[config.mk]
export PLATFORM = sky130hd
export DESIGN_NAME = bcd_stopwatch_ctrl
export DESIGN_NICKNAME = d
export VERILOG_FILES = /design/src/rtl/bcd_pkg.sv /design/src/rtl/bcd_decade_digit.sv /design/src/rtl/bcd_stopwatch_ctrl.sv
export SDC_FILE = /design/constraint.sdc
export NUM_CORES = 1
export LEC_CHECK = 0
export CAP_MARGIN = 5
export CORE_AREA = 2 2 65 67
export DETAILED_ROUTE_END_ITERATION = 10
export DIE_AREA = 0 0 67 69
export MAX_ROUTING_LAYER = met4
export PLACE_DENSITY = 0.77
export SLEW_MARGIN = 20
export SYNTH_ARGS = -nofsm -noshare
export SYNTH_HDL_FRONTEND = slang
export SYNTH_SLANG_ARGS = --single-unit
[constraint.sdc]
create_clock -name clk -period 2.1 [get_ports clk]
set_input_delay 0.21 -clock clk [delete_from_list [all_inputs] [get_ports clk]]
set_output_delay 0.21 -clock clk [all_outputs]
set_load 0.005 [all_outputs]
[src/rtl/bcd_pkg.sv]
// Shared types and constants for the BCD stopwatch controller and its digit cells.
package bcd_pkg;

  typedef logic [3:0] bcd_digit_t;

  localparam bcd_digit_t BCD_MAX = 4'd9;

  typedef enum logic [1:0] {
    IDLE,
    RUN,
    PAUSED,
    OVF
  } sw_state_t;

endpackage

[src/rtl/bcd_decade_digit.sv]
// One BCD decade: counts 0..9 when enabled, wraps to 0, and flags terminal value 9.
module bcd_decade_digit
  import bcd_pkg::*;
(
  input  logic       clk,
  input  logic       rst,
  input  logic       clr,
  input  logic       en,
  output logic [3:0] q,
  output logic       terminal
);

  always_ff @(posedge clk) begin
    if (rst || clr) begin
      q <= '0;
    end else if (en) begin
      q <= (q == BCD_MAX) ? '0 : q + 4'd1;
    end
  end

  always_comb begin
    terminal = (q == BCD_MAX);
  end

endmodule

[src/rtl/bcd_stopwatch_ctrl.sv]
// Start/stop/lap stopwatch: prescaled tick drives a cascade of BCD digits,
// with lap snapshot and sticky overflow that halts at all-nines.
module bcd_stopwatch_ctrl
  import bcd_pkg::*;
#(
  parameter int DIGITS   = 4,
  parameter int TICK_DIV = 10
) (
  input  logic                  clk,
  input  logic                  rst,
  input  logic                  start,
  input  logic                  stop,
  input  logic                  clear,
  input  logic                  lap,
  output logic [4*DIGITS-1:0]   count,
  output logic [4*DIGITS-1:0]   lap_count,
  output logic                  running,
  output logic                  overflow,
  output logic                  tick
);

  localparam int PW = (TICK_DIV > 2) ? $clog2(TICK_DIV) : 1;
  localparam logic [PW-1:0] PRESC_LAST = PW'(TICK_DIV - 1);

  sw_state_t       state;
  sw_state_t       state_nxt;
  logic [PW-1:0]   presc;
  logic [DIGITS-1:0] dig_en;
  logic [DIGITS-1:0] dig_term;
  logic            all_nines;
  logic            inc;
  logic            ovf_hit;
  logic            lap_take;
  logic            presc_adv;

  // State register plus registered status outputs.
  always_ff @(posedge clk) begin
    if (rst) begin
      state    <= IDLE;
      running  <= 1'b0;
    end else begin
      state    <= state_nxt;
      running  <= (state_nxt == RUN);
    end
  end

  // Next-state logic; clear beats stop beats start, overflow beats stop.
  always_comb begin
    state_nxt = state;
    unique case (state)
      IDLE: begin
        if (!clear && !stop && start) state_nxt = RUN;
      end
      RUN: begin
        if (clear)        state_nxt = IDLE;
        else if (ovf_hit) state_nxt = OVF;
        else if (stop)    state_nxt = PAUSED;
      end
      PAUSED: begin
        if (clear)              state_nxt = IDLE;
        else if (!stop && start) state_nxt = RUN;
      end
      OVF: begin
        if (clear) state_nxt = IDLE;
      end
      default: state_nxt = IDLE;
    endcase
  end

  // Output/control decode for the current cycle.
  always_comb begin
    tick      = 1'b0;
    all_nines = &dig_term;
    ovf_hit   = 1'b0;
    inc       = 1'b0;
    lap_take  = 1'b0;
    presc_adv = 1'b0;
    if (state == RUN && !clear) begin
      presc_adv = 1'b1;
      tick      = (presc == PRESC_LAST);
    end
    ovf_hit  = tick && all_nines;
    inc      = tick && !all_nines;
    lap_take = lap && !clear && ((state == RUN) || (state == PAUSED));
  end

  // Prescaler freezes outside RUN so a resume continues the partial period.
  always_ff @(posedge clk) begin
    if (rst || clear) begin
      presc <= '0;
    end else if (presc_adv) begin
      presc <= (presc == PRESC_LAST) ? '0 : presc + PW'(1);
    end
  end

  always_ff @(posedge clk) begin
    if (rst || clear) begin
      overflow  <= 1'b0;
      lap_count <= '0;
    end else begin
      if (ovf_hit)  overflow  <= 1'b1;
      if (lap_take) lap_count <= count;
    end
  end

  // Carry ripple: a digit advances only when every lower digit is at 9.
  always_comb begin
    dig_en    = '0;
    dig_en[0] = inc;
    for (int unsigned i = 1; i < DIGITS; i++) begin
      dig_en[i] = dig_en[i-1] & dig_term[i-1];
    end
  end

  for (genvar g = 0; g < DIGITS; g++) begin : g_digit
    bcd_decade_digit u_digit (
      .clk      (clk),
      .rst      (rst),
      .clr      (clear),
      .en       (dig_en[g]),
      .q        (count[4*g+3:4*g]),
      .terminal (dig_term[g])
    );
  end

endmodule

==> impl_metrics.env <==
export IMPL_fin_crit_sh_pct=96.9
export IMPL_cts_root_buf="clkbuf_8"
export IMPL_grt_max_degree=38
export IMPL_detail_route_wl_per_cell_um=13.1
export IMPL_vias=1712
export IMPL_synth_seq_area_share_pct=41.9
export IMPL_yosys_most_used_dff="dfxtp_1"
export IMPL_grt_pass1_wl_um=6890
export IMPL_syn_inst=222
export IMPL_initialDrtViolationCount=85
export IMPL_cp_arrival_ns=1.83
export IMPL_max_slew_margin_rel_pct=54.1
export IMPL_clk_insertion_delay_late_ns=0.30
export IMPL_hold_depth=2
export IMPL_clk_pin_slew_ns=0.07
export IMPL_core_um2=3910
export IMPL_ys_types=50
export IMPL_hold_class="register to register"
export IMPL_place_congestion=0.805
export IMPL_synth_async_reset_ratio_pct=0
export IMPL_grt_usage_pct=19.9
export IMPL_start_util_pct=48.9
export IMPL_ant_nets=0
export IMPL_final_cell_area_um2=2470
export IMPL_post_place_ws_ns=0.152
export IMPL_drive_gt1_share_pct=10.4
export IMPL_htreeDepth=2
export IMPL_drv_slew=0
export IMPL_via_per_inst=5.38
export IMPL_cts_sinks=40
export IMPL_ys_seq_elements=40
export IMPL_min_period_ns=2.04
export IMPL_avgSynthCellArea_um2=8.62
export IMPL_crit_type="register to output pin"
export IMPL_fp_dieArea_um2=4620
export IMPL_required_ns=1.89
export IMPL_fin_tns_setup_ns=0
export IMPL_end_kind="output pin"
export IMPL_row_count=23
export IMPL_final_hold_viol_count=0
export IMPL_grt_pass1_vias=1512
export IMPL_grt_overflow=0
export IMPL_post_route_util_pct=63.2
export IMPL_dp_hpwl_um=2920
export IMPL_powerDensity_nw_per_um2=523
export IMPL_io_pins=41
export IMPL_antenna_found_initial=0
export IMPL_leakage_nw=0.846
export IMPL_tritoncts="done"
export IMPL_fin_nets=278
export IMPL_postLayoutSetupSlackWorst_ns=0.0644
export IMPL_wl_um=4160
export IMPL_rsz0062_at_grt="false"
export IMPL_numPortBuffers=40
export IMPL_status="completed"
export IMPL_cts_buffers_inserted=5
export IMPL_final_cell_mix="40 x dfxtp_1, 40 x clkdlybuf4s50_1, 37 x nand2_1, 33 x a21oi_1, 12 x nor2_1"
export IMPL_fillers=358
export IMPL_synth_nets=232
export IMPL_r2r_cells=7
export IMPL_ir_worst_vdd_mv=0.365
export IMPL_cap_violations=0
export IMPL_yosys_warnings=0
export IMPL_dr_pass1_iters=4
export IMPL_synth_area_um2=1910
export IMPL_area_delta_synth_final_pct=29.2
export IMPL_finClkSkew_ns=0.00513
export IMPL_dpl_cell_area_um2=2380
export IMPL_setup_violations=0
export IMPL_startpoint_type="register"
export IMPL_die_h_um=69
export IMPL_drc=0
export IMPL_worst_pin_slew_ns=0.688
export IMPL_num_antenna_cells=0
export IMPL_fmax_mhz=491
export IMPL_synth_edff_count=0
export IMPL_worstPathMaxFanout=5
export IMPL_cts_buffer_depth=2
export IMPL_fp_dieW_um=67
[report_power, final]
group	total, W	internal, W	switching, W
Sequential	0.000761	0.000760	0.00000132
Clock	0.000481	0.000226	0.000256
Combinational	0.0000502	0.0000216	0.0000286
Total	0.00129	0.00101	0.000285
[per-stage QoR]
stage | cells | hold slack, ns | total power (W)
after global routing | 318 | 0.472 | 0.00134
after detailed placement | 309 | 0.447 | 0.000829
final | 318 | 0.453 | 0.00129
after floorplan | 222 | 0.276 | 0.000807
after global placement | 309 | 0.441 | 0.000829
after CTS | 316 | 0.457 | 0.00131
[path summary, 6_finish.rpt]
path,start,end,slack [ns]
min reg2reg,lap_count[2]$_SDFFE_PP0P_,lap_count[2]$_SDFFE_PP0P_,0.45
max,state[0]$_SDFF_PP0_,tick,0.06
min,lap_count[2]$_SDFFE_PP0P_,lap_count[2]$_SDFFE_PP0P_,0.45
max reg2reg,state[0]$_SDFF_PP0_,g_digit[2].u_digit.q[3]$_SDFFE_PP0P_,0.21
[critical path, cell delays in order, from the launching register on]
cell and delay, ns:
dfxtp_1 0.38, ha_2 0.24, and3b_2 0.24, and2_1 0.16, clkdlybuf4s50_1 0.51
[timing repair]
action / CTS / global route
setup endpoints to repair: 1 / 1
pin swaps: 1 / 1
setup buffers: 0 / 2
hold endpoints to repair: 0 / 0
resized for setup: 2 / 0
hold buffers: 0 / 0
[registers in the layout, indices dropped and copies added, names as in the netlist]
name               flops
presc                  4
lap_count             16
g_digit.u_digit.q     16
overflow               1
running                1
state                  2
[Yosys cell counts, types with 2 or more instances]
cell       count  area share [%]
nand2_1       37             7.3
mux2i_1        2             1.0
nor2_1        12             2.4
inv_1         10             2.0
buf_1          3            0.59
a21oi_1       33             8.6
ha_1           4             2.6
or3_1          3            0.98
nor2b_1        2            0.65
nor3_1         5             1.3
a31oi_1        3            0.98
and4bb_4       2             1.7
o21ai_1        2            0.52
o22ai_1        2            0.65
nand3_1        5             1.3
nand4bb_1      3             1.8
dfxtp_1       40              42
xnor2_1        3             1.4
and2_1         3            0.98
clkbuf_1       4            0.78
and3b_1        2            0.92
xor2_1         2            0.92
o21ai_0        7             1.8
nand4_1        6             2.0
and4bb_1       2             1.3
[kinds of logic (layout without fill, tap and decap cells)]
family	after synthesis	count (layout)	synth area share, %
AO/OA/AOI/OAI	56	56	17.1
XOR/XNOR	5	5	2.29
adder cells (fa/ha/maj)	4	4	2.62
buffers and inverters	19	65	4.32
flip-flops	40	40	41.9
multiplexers	2	2	1.05
AND/OR/NAND/NOR	96	96	30.7
[per-layer routing]
metal	GRT usage [%]	routed length, um	part of all wire (%)
met1	24.0	1990	48
met2	30.3	1910	46
met3	4.89	182	4.4
met4	10.4	78	1.9
met5	-	0	0
[final cells by class]
class / instances / area [um^2] / share of cell area [%]
flip-flops and latches: 40 / 801 / 32.4
inverters: 10 / 37.5 / 1.52
clock inverters: 1 / 5.00 / 0.202
multi-input cells: 163 / 1030 / 41.8
clock buffers: 6 / 72.6 / 2.94
well taps: 50 / 62.6 / 2.53
repair buffers: 48 / 460 / 18.6
Note: power is estimated with default switching activity, not from simulation.
